--- config.mk ---
export PLATFORM = sky130hd
export DESIGN_NAME = core_unloader
export DESIGN_NICKNAME = d
export VERILOG_FILES = /design/src/rtl/sat_pkg.sv /design/src/rtl/core_unloader.sv
export SDC_FILE = /design/constraint.sdc
export NUM_CORES = 1
export LEC_CHECK = 0
export CORE_MARGIN = 2
export CORE_UTILIZATION = 33
export DETAILED_ROUTE_END_ITERATION = 12
export DONT_BUFFER_PORTS = 1
export MAX_ROUTING_LAYER = met4
export PLACE_DENSITY = 0.52
export SYNTH_ARGS = -nofsm -noshare
export SYNTH_HDL_FRONTEND = slang
export SYNTH_SLANG_ARGS = --single-unit
--- constraint.sdc ---
create_clock -name clk -period 6.1 [get_ports clk]
set_clock_uncertainty 0.15 [all_clocks]
set_input_delay 1.83 -clock clk [delete_from_list [all_inputs] [get_ports clk]]
set_output_delay 1.83 -clock clk [all_outputs]
set_load 0.01 [all_outputs]
--- src/rtl/sat_pkg.sv ---
// Shared types for the sat_engine readback path.
package sat_pkg;

    localparam int WIDTH_UNLOAD_KIND = 2;

    typedef enum logic [WIDTH_UNLOAD_KIND-1:0] {
        KIND_CLAUSE = 2'd0,
        KIND_VAR    = 2'd1,
        KIND_LVL    = 2'd2
    } unload_kind_e;

    typedef enum logic [2:0] {
        ST_IDLE,
        ST_SNAP,
        ST_RD_C,
        ST_CAP_C,
        ST_EMIT_C,
        ST_EMIT_V,
        ST_EMIT_L,
        ST_DONE
    } unload_state_e;

    function automatic int max3(input int a, input int b, input int c);
        int m;
        m = (a > b) ? a : b;
        return (m > c) ? m : c;
    endfunction

endpackage

--- src/rtl/core_unloader.sv ---
// Drains a finished sat_engine core back to bin memory: snapshot the
// var/lvl state, fetch clause rows one at a time, stream everything out.
//
// state     | meaning
// ----------+------------------------------------------------------------
// ST_IDLE   | waiting for start_i, bin id latched on accept
// ST_SNAP   | register vars/lvl state vectors, reset index
// ST_RD_C   | one-hot row select to the engine for clause idx
// ST_CAP_C  | engine output valid, capture clause into holding register
// ST_EMIT_C | offer clause word, advance on ready
// ST_EMIT_V | offer var-state word idx from snapshot
// ST_EMIT_L | offer lvl-state word idx from snapshot
// ST_DONE   | one-cycle done pulse, back to idle
module core_unloader
    import sat_pkg::*;
#(
    parameter int NUM_CLAUSES      = 8,
    parameter int NUM_VARS         = 8,
    parameter int NUM_LVLS         = 8,
    parameter int WIDTH_BIN_ID     = 10,
    parameter int WIDTH_VAR_STATES = 19,
    parameter int WIDTH_LVL_STATES = 11,
    parameter int WIDTH_DATA       = 19
) (
    input  logic                                 clk,
    input  logic                                 rst,
    input  logic                                 start_i,
    input  logic [WIDTH_BIN_ID-1:0]              bin_id_i,
    output logic                                 busy_o,
    output logic                                 done_o,
    output logic [NUM_CLAUSES-1:0]               rd_carray_o,
    input  logic [2*NUM_VARS-1:0]                clause_i,
    input  logic [WIDTH_VAR_STATES*NUM_VARS-1:0] vars_states_i,
    input  logic [WIDTH_LVL_STATES*NUM_LVLS-1:0] lvl_states_i,
    output logic                                 wr_valid_o,
    input  logic                                 wr_ready_i,
    output logic [WIDTH_UNLOAD_KIND-1:0]         wr_kind_o,
    output logic [7:0]                           wr_idx_o,
    output logic [WIDTH_BIN_ID-1:0]              wr_bin_o,
    output logic [WIDTH_DATA-1:0]                wr_data_o
);

    localparam int MAX_CNT   = max3(NUM_CLAUSES, NUM_VARS, NUM_LVLS);
    localparam int WIDTH_IDX = (MAX_CNT > 1) ? $clog2(MAX_CNT) : 1;

    unload_state_e                                r_state;
    unload_kind_e                                 r_kind;
    logic [WIDTH_IDX-1:0]                         r_idx;
    logic [WIDTH_BIN_ID-1:0]                      r_bin;
    logic [NUM_VARS-1:0][WIDTH_VAR_STATES-1:0]    r_vars;
    logic [NUM_LVLS-1:0][WIDTH_LVL_STATES-1:0]    r_lvls;
    logic [2*NUM_VARS-1:0]                        r_hold;
    logic                                         r_busy;
    logic                                         r_done;
    logic                                         r_valid;
    logic [NUM_CLAUSES-1:0]                       r_rd;
    logic [WIDTH_DATA-1:0]                        w_data;

    // Sequencer: state, index, snapshots and all registered outputs.
    always_ff @(posedge clk or negedge rst) begin
        if (!rst) begin
            r_state <= ST_IDLE;
            r_kind  <= KIND_CLAUSE;
            r_idx   <= '0;
            r_bin   <= '0;
            r_vars  <= '0;
            r_lvls  <= '0;
            r_hold  <= '0;
            r_busy  <= 1'b0;
            r_done  <= 1'b0;
            r_valid <= 1'b0;
            r_rd    <= '0;
        end else begin
            r_done <= 1'b0;
            r_rd   <= '0;
            case (r_state)
                ST_IDLE: begin
                    if (start_i) begin
                        r_bin   <= bin_id_i;
                        r_busy  <= 1'b1;
                        r_state <= ST_SNAP;
                    end
                end
                ST_SNAP: begin
                    r_vars  <= vars_states_i;
                    r_lvls  <= lvl_states_i;
                    r_idx   <= '0;
                    r_rd    <= NUM_CLAUSES'(1);
                    r_state <= ST_RD_C;
                end
                ST_RD_C: begin
                    r_state <= ST_CAP_C;
                end
                ST_CAP_C: begin
                    r_hold  <= clause_i;
                    r_kind  <= KIND_CLAUSE;
                    r_valid <= 1'b1;
                    r_state <= ST_EMIT_C;
                end
                ST_EMIT_C: begin
                    if (wr_ready_i) begin
                        if (r_idx == WIDTH_IDX'(NUM_CLAUSES - 1)) begin
                            r_idx   <= '0;
                            r_kind  <= KIND_VAR;
                            r_state <= ST_EMIT_V;
                        end else begin
                            r_idx   <= r_idx + 1'b1;
                            r_valid <= 1'b0;
                            r_rd    <= NUM_CLAUSES'(1) << (r_idx + 1'b1);
                            r_state <= ST_RD_C;
                        end
                    end
                end
                ST_EMIT_V: begin
                    if (wr_ready_i) begin
                        if (r_idx == WIDTH_IDX'(NUM_VARS - 1)) begin
                            r_idx   <= '0;
                            r_kind  <= KIND_LVL;
                            r_state <= ST_EMIT_L;
                        end else begin
                            r_idx <= r_idx + 1'b1;
                        end
                    end
                end
                ST_EMIT_L: begin
                    if (wr_ready_i) begin
                        if (r_idx == WIDTH_IDX'(NUM_LVLS - 1)) begin
                            r_idx   <= '0;
                            r_kind  <= KIND_CLAUSE;
                            r_valid <= 1'b0;
                            r_busy  <= 1'b0;
                            r_done  <= 1'b1;
                            r_state <= ST_DONE;
                        end else begin
                            r_idx <= r_idx + 1'b1;
                        end
                    end
                end
                ST_DONE: begin
                    r_state <= ST_IDLE;
                end
                default: begin
                    r_state <= ST_IDLE;
                end
            endcase
        end
    end

    // Payload select: holding register or snapshot slice, zero-extended.
    always_comb begin
        w_data = '0;
        case (r_state)
            ST_EMIT_C: w_data = WIDTH_DATA'(r_hold);
            ST_EMIT_V: w_data = WIDTH_DATA'(r_vars[r_idx]);
            ST_EMIT_L: w_data = WIDTH_DATA'(r_lvls[r_idx]);
            default:   w_data = '0;
        endcase
    end

    assign busy_o      = r_busy;
    assign done_o      = r_done;
    assign rd_carray_o = r_rd;
    assign wr_valid_o  = r_valid;
    assign wr_kind_o   = r_kind;
    assign wr_idx_o    = 8'(r_idx);
    assign wr_bin_o    = r_bin;
    assign wr_data_o   = w_data;

endmodule
After elaboration in Yosys (flattened, before gate mapping)
Cells that the tools add are included.

cells by class
  add/sub/neg operators = 1
  $mul = 0
  divide/modulo/power cells = 0
  $lt $le $gt $ge = 1
  equality and inequality tests = 17
  shifts and indexed selects = 1
  multiplexer cells = 36
  bitwise gates (word level) = 0
  reduce and logical (&&, ||, !) cells = 12

operators by type and width
  kind                                                                           count
  19-bit binary-select mux with 3-bit select                                     1
  19-bit case mux with 3 select lines                                            1
  11-bit binary-select mux with 3-bit select                                     1
  3-bit two-way mux                                                              9
  3-bit case mux with 8 select lines                                             1
  19-bit two-way mux                                                             1
  8-bit two-way mux                                                              2
  2-bit inequality test (second input constant)                                  8
  8-bit case mux with 2 select lines                                             1
  3-bit == test (second input constant)                                          5
  2-bit two-way mux                                                              6
  11-bit two-way mux                                                             1
  1-bit two-way mux                                                              8
  2-bit case mux with 4 select lines                                             1
  1-bit by 3-bit left shift with 8-bit output (first input constant)             1
  7-bit AND reduction                                                            1
  3-bit by 2-bit == test with 1-bit output (second input constant)               2
  3-bit case mux with 2 select lines                                             1
  6-bit AND reduction                                                            1
  5-bit AND reduction                                                            1
  3-bit by 4-bit less-than comparator with 1-bit output (second input constant)  1
  2-bit AND reduction                                                            2
  4-bit AND reduction                                                            1
  2-bit nonzero test                                                             2
  other kinds (9)                                                                9

storage, ports and cells
  flip-flop bits (word level) = 285
  bits in latches = 0
  memory bits (writable) = 0
  bits in read-only memories = 0
  logic and storage cells = 93
  memories kept = 0

Logic depth before layout (Yosys ltp)
  word-level depth = 5
  gate-level depth with buffers = 7
  mapped depth without buffers = 5

Least setup slack after synthesis
OpenSTA, ideal clock, no wires.

  path kind = reg2out
  start point = reg r_idx[0]
  end point = out wr_data_o[12]
  arrival = 1.557 ns
  slack = 2.563 ns
  stages on the path, launching flop included = 6
  path buffers = 2
  cells stage by stage = dfrtp_1 -> buf_4 -> buf_4 -> mux4_2 -> o22ai_1 -> nor3_1

on the way
  word-level cells in the longest chain between the ends = 3

ends and longest elaborated chain
  what                                        RTL line              text
  start: declaration                          core_unloader.sv:48   logic [WIDTH_IDX-1:0] r_idx;
  start signal: assignment                    core_unloader.sv:107  r_idx <= r_idx + 1'b1;
  start signal: assignment                    core_unloader.sv:121  r_idx <= r_idx + 1'b1;
  start signal: assignment                    core_unloader.sv:135  r_idx <= r_idx + 1'b1;
  19-bit binary-select mux with 3-bit select  core_unloader.sv:154  ST_EMIT_V: w_data = WIDTH_DATA'(r_vars[r_idx]);
  19-bit two-way mux (implied by the code)    core_unloader.sv:154
  19-bit case mux with 3 select lines         core_unloader.sv:152  case (r_state)
  end: declaration                            core_unloader.sv:40   output logic [WIDTH_DATA-1:0] wr_data_o

Every way passes these cells. The select of a mux whose other input is x is not followed.

Final worst setup path
  start point = reg r_idx[1]
  end point = out wr_data_o[0]

on the way
  word-level cells in the longest chain between the ends = 3
  elaborated cells between the ends (all ways) = 5
  those cells by class = mux (5)

ends and longest elaborated chain
  what                                                                                                             RTL line
  11-bit binary-select mux with 3-bit select / 19-bit binary-select mux with 3-bit select (equally long branches)  core_unloader.sv:155, core_unloader.sv:154
  11-bit two-way mux (implied by the code) / 19-bit two-way mux (equally long branches)                            core_unloader.sv:155, core_unloader.sv:154
  19-bit case mux with 3 select lines (*)                                                                          core_unloader.sv:152

Mark *: on every way between the ends. The rest lies on a longest branch, timed or not. The select of a mux whose other input is x is not followed.

==> flow_metrics.tcl <==
set metrics [dict create \
    status "finished, final reports clean" \
    first_global_vias 8114 \
    yosysTopAreaCell "dfrtp_1" \
    dieArea_um2 40880 \
    cp_num_buf_inv 2 \
    fmax_mhz 196.3 \
    met1Wirelength_um 16040 \
    p_leak_nw 5.849 \
    core_um2 38740 \
    synthTopCellsByArea "dfrtp_1 55%, mux2_2 13%, mux2_1 11%, mux2i_1 6.9%, mux4_2 2.8%" \
    period_minus_slack_ns 5.095 \
    dp_cells 1390 \
    cp-end-kind "output pin" \
    syn_area_um2 12960 \
    hold_path_class "reg -> reg" \
    antenna_found_initial 35 \
    ys_seq_area_share_pct 55.01 \
    synthCells 920 \
    crit_chain "buf_12 > mux2i_1 > o22ai_1 > nor3_1 > o21ai_1 > buf_4" \
    stdcell_count 1481 \
    mostFrequentLayoutCells "284 x dfrtp_1, 145 x mux2_2, 122 x mux2_1" \
    htreeDepth 2 \
    routed.top_layer "met4" \
    clk_latency_ns 0.53 \
    ctsResizeCount 0 \
    place_hpwl_um 26790 \
    gp_congestion 0.8128 \
    grt_pass1_wl_um 54650 \
    nNetsFinal 1183 \
    cp-start-kind "flip-flop" \
    fin_crit_sh_pct 83.53 \
    arrival_ns 3.12 \
    fillCellCount 3746 \
    clock_path_buffers 3 \
    drv_cap 0 \
    wl_met2_um 17010 \
    grt_usage_pct 18.75 \
    ctsHoldBuffers 0 \
    avgSynthCellArea_um2 14.09 \
    power_density_nw_per_um2 565.7 \
    design_area_um2 14500 \
    post_cts_buffers 0 \
    drive_above_1_share_pct 25.27 \
    cpPeakStageDelay_ns 0.80 \
    num_io_pins 320 \
    setup_viol 0 \
    yosysWarnings 0 \
    ys_seq_elements 285 \
    path_clk_slew_ns 0.06 \
    port_buffers 0 \
    whs_ns 0.3297 \
    ir_worst_vdd_mv 0.2428 \
    wl_um 37180 \
    drcViolationCount 0 \
    layout_commonest_cell "dfrtp_1" \
    cp.required_ns 4.12 \
    drt_iter0_markers 495 \
    initial_utilization_pct 33.47 \
    cp_top_family "flip-flops" \
    clockRootBuffer "clkbuf_16" \
    placed_area_um2 13290 \
    worst_pin_slew_ns 1.243 \
    viasPerCell 5.149 \
    cts_tree "yes" \
    cpMaxStageDelayCell "dfrtp_4" \
    via_count 7626 \
    critical_path_peak_fanout 54 \
    hold_viol 0 \
    die_w_um 202.2 \
    total_power_w 0.008200 \
    grt_max_degree 286 \
    cts_buffers 34 \
    fp-row-count 72 \
    grt-ovfl-total 0 \
    critPathKind "reg -> out" \
    wl_met3_um 3140 \
    fp.dieH_um 202.2 \
    ant_nets 0 \
    area_growth_pct 11.82 \
    detail_route.wl_per_cell_um 25.11 \
    cts.sinks 285 \
    tns_ns 0 \
    synth_top_area_share_pct 55.01 \
    slew_violations 0 \
    timing.slew.headroom_pct 16.93 \
    rsz0062_at_grt "no" \
    detail_route.first_pass.iterations 6 \
    ys_types 37 \
]
==> layer usage <==
metal	track usage, %	up-vias
li1	-	3386
met1	23.28	3909
met2	27.88	259
met3	6.691	72
met4	7.456	0
met5	-	-
==> cells by family after synthesis <==
group,after synthesis,synth area share [%]
mux,372,32.84
flops,285,55.01
simple gates,95,3.513
compound gates,88,4.131
buf+inv,74,3.986
fa+ha+maj,5,0.4826
other cells,1,0.02893
==> through the flow <==
stage	util [%]	setup slack (ns)
after floorplan	-	2.563
after global placement	34.32	1.645
after detailed placement	34.32	1.622
after CTS	37.24	1.004
after global routing	37.42	0.8572
final	37.42	1.005
==> report_power, final <==
group | switching [W] | internal (W) | leakage, nW
clock network | 0.000806 | 0.00123 | 0.565
registers | 0.000537 | 0.00284 | 3.40
logic | 0.00136 | 0.00142 | 1.89
==> Yosys cell counts <==
master	n
clkinv_1	2
nand3_1	7
nor3b_1	1
clkbuf_1	10
nor3_2	1
a221oi_1	1
a21oi_1	12
a31oi_1	1
a32o_1	1
nand3_2	1
buf_4	17
inv_1	4
nand2_1	29
nand4bb_1	2
o21bai_1	2
dfrtp_1	285
mux2i_1	89
a22o_1	1
o22ai_1	50
o21ai_0	6
nor3_1	29
nand4b_1	3
nor2_1	20
mux2_2	145
o32ai_1	1
buf_1	1
o21ai_1	10
and3_1	1
buf_6	20
conb_1	1
mux4_2	16
mux2_1	122
o21a_1	1
buf_2	20
nor4b_1	1
a311oi_1	2
ha_1	5
==> state kept, by name, summed over array words and instances (netlist names) <==
signal and flops:
wr_kind_o 2, r_state 3, r_idx 3, r_vars 152, wr_bin_o 10, wr_valid_o 1
done_o 1, r_lvls 88, busy_o 1, r_hold 16, rd_carray_o 8
==> final timing paths <==
check / from / to / slack (ns) / cells after the start
min in group asynchronous: rst / r_vars[107] / 0.87 / 0
min: r_lvls[49] / r_lvls[49] / 0.33 / 1
max: r_idx[1] / wr_data_o[0] / 1.00 / 6
max reg2reg: r_state[1] / r_lvls[29] / 3.02 / 4
max in group asynchronous: rst / r_vars[76] / 4.37 / 0
min reg2reg: r_lvls[49] / r_lvls[49] / 0.33 / 1
==> layout make-up <==
| type | instances | area, um^2 | share of cell area, % |
|---|---|---|---|
| Inverter | 6 | 22.52 | 0.1554 |
| Tap cell | 518 | 648.1 | 4.471 |
| Antenna cell | 29 | 72.57 | 0.5006 |
| Sequential cell | 285 | 7136 | 49.22 |
| Clock inverter | 10 | 78.83 | 0.5438 |
| Timing Repair Buffer | 16 | 145.1 | 1.001 |
| Clock buffer | 52 | 1052 | 7.259 |
| Multi-Input combinational cell | 565 | 5341 | 36.85 |
No activity file was read; power rests on OpenSTA's default activity.
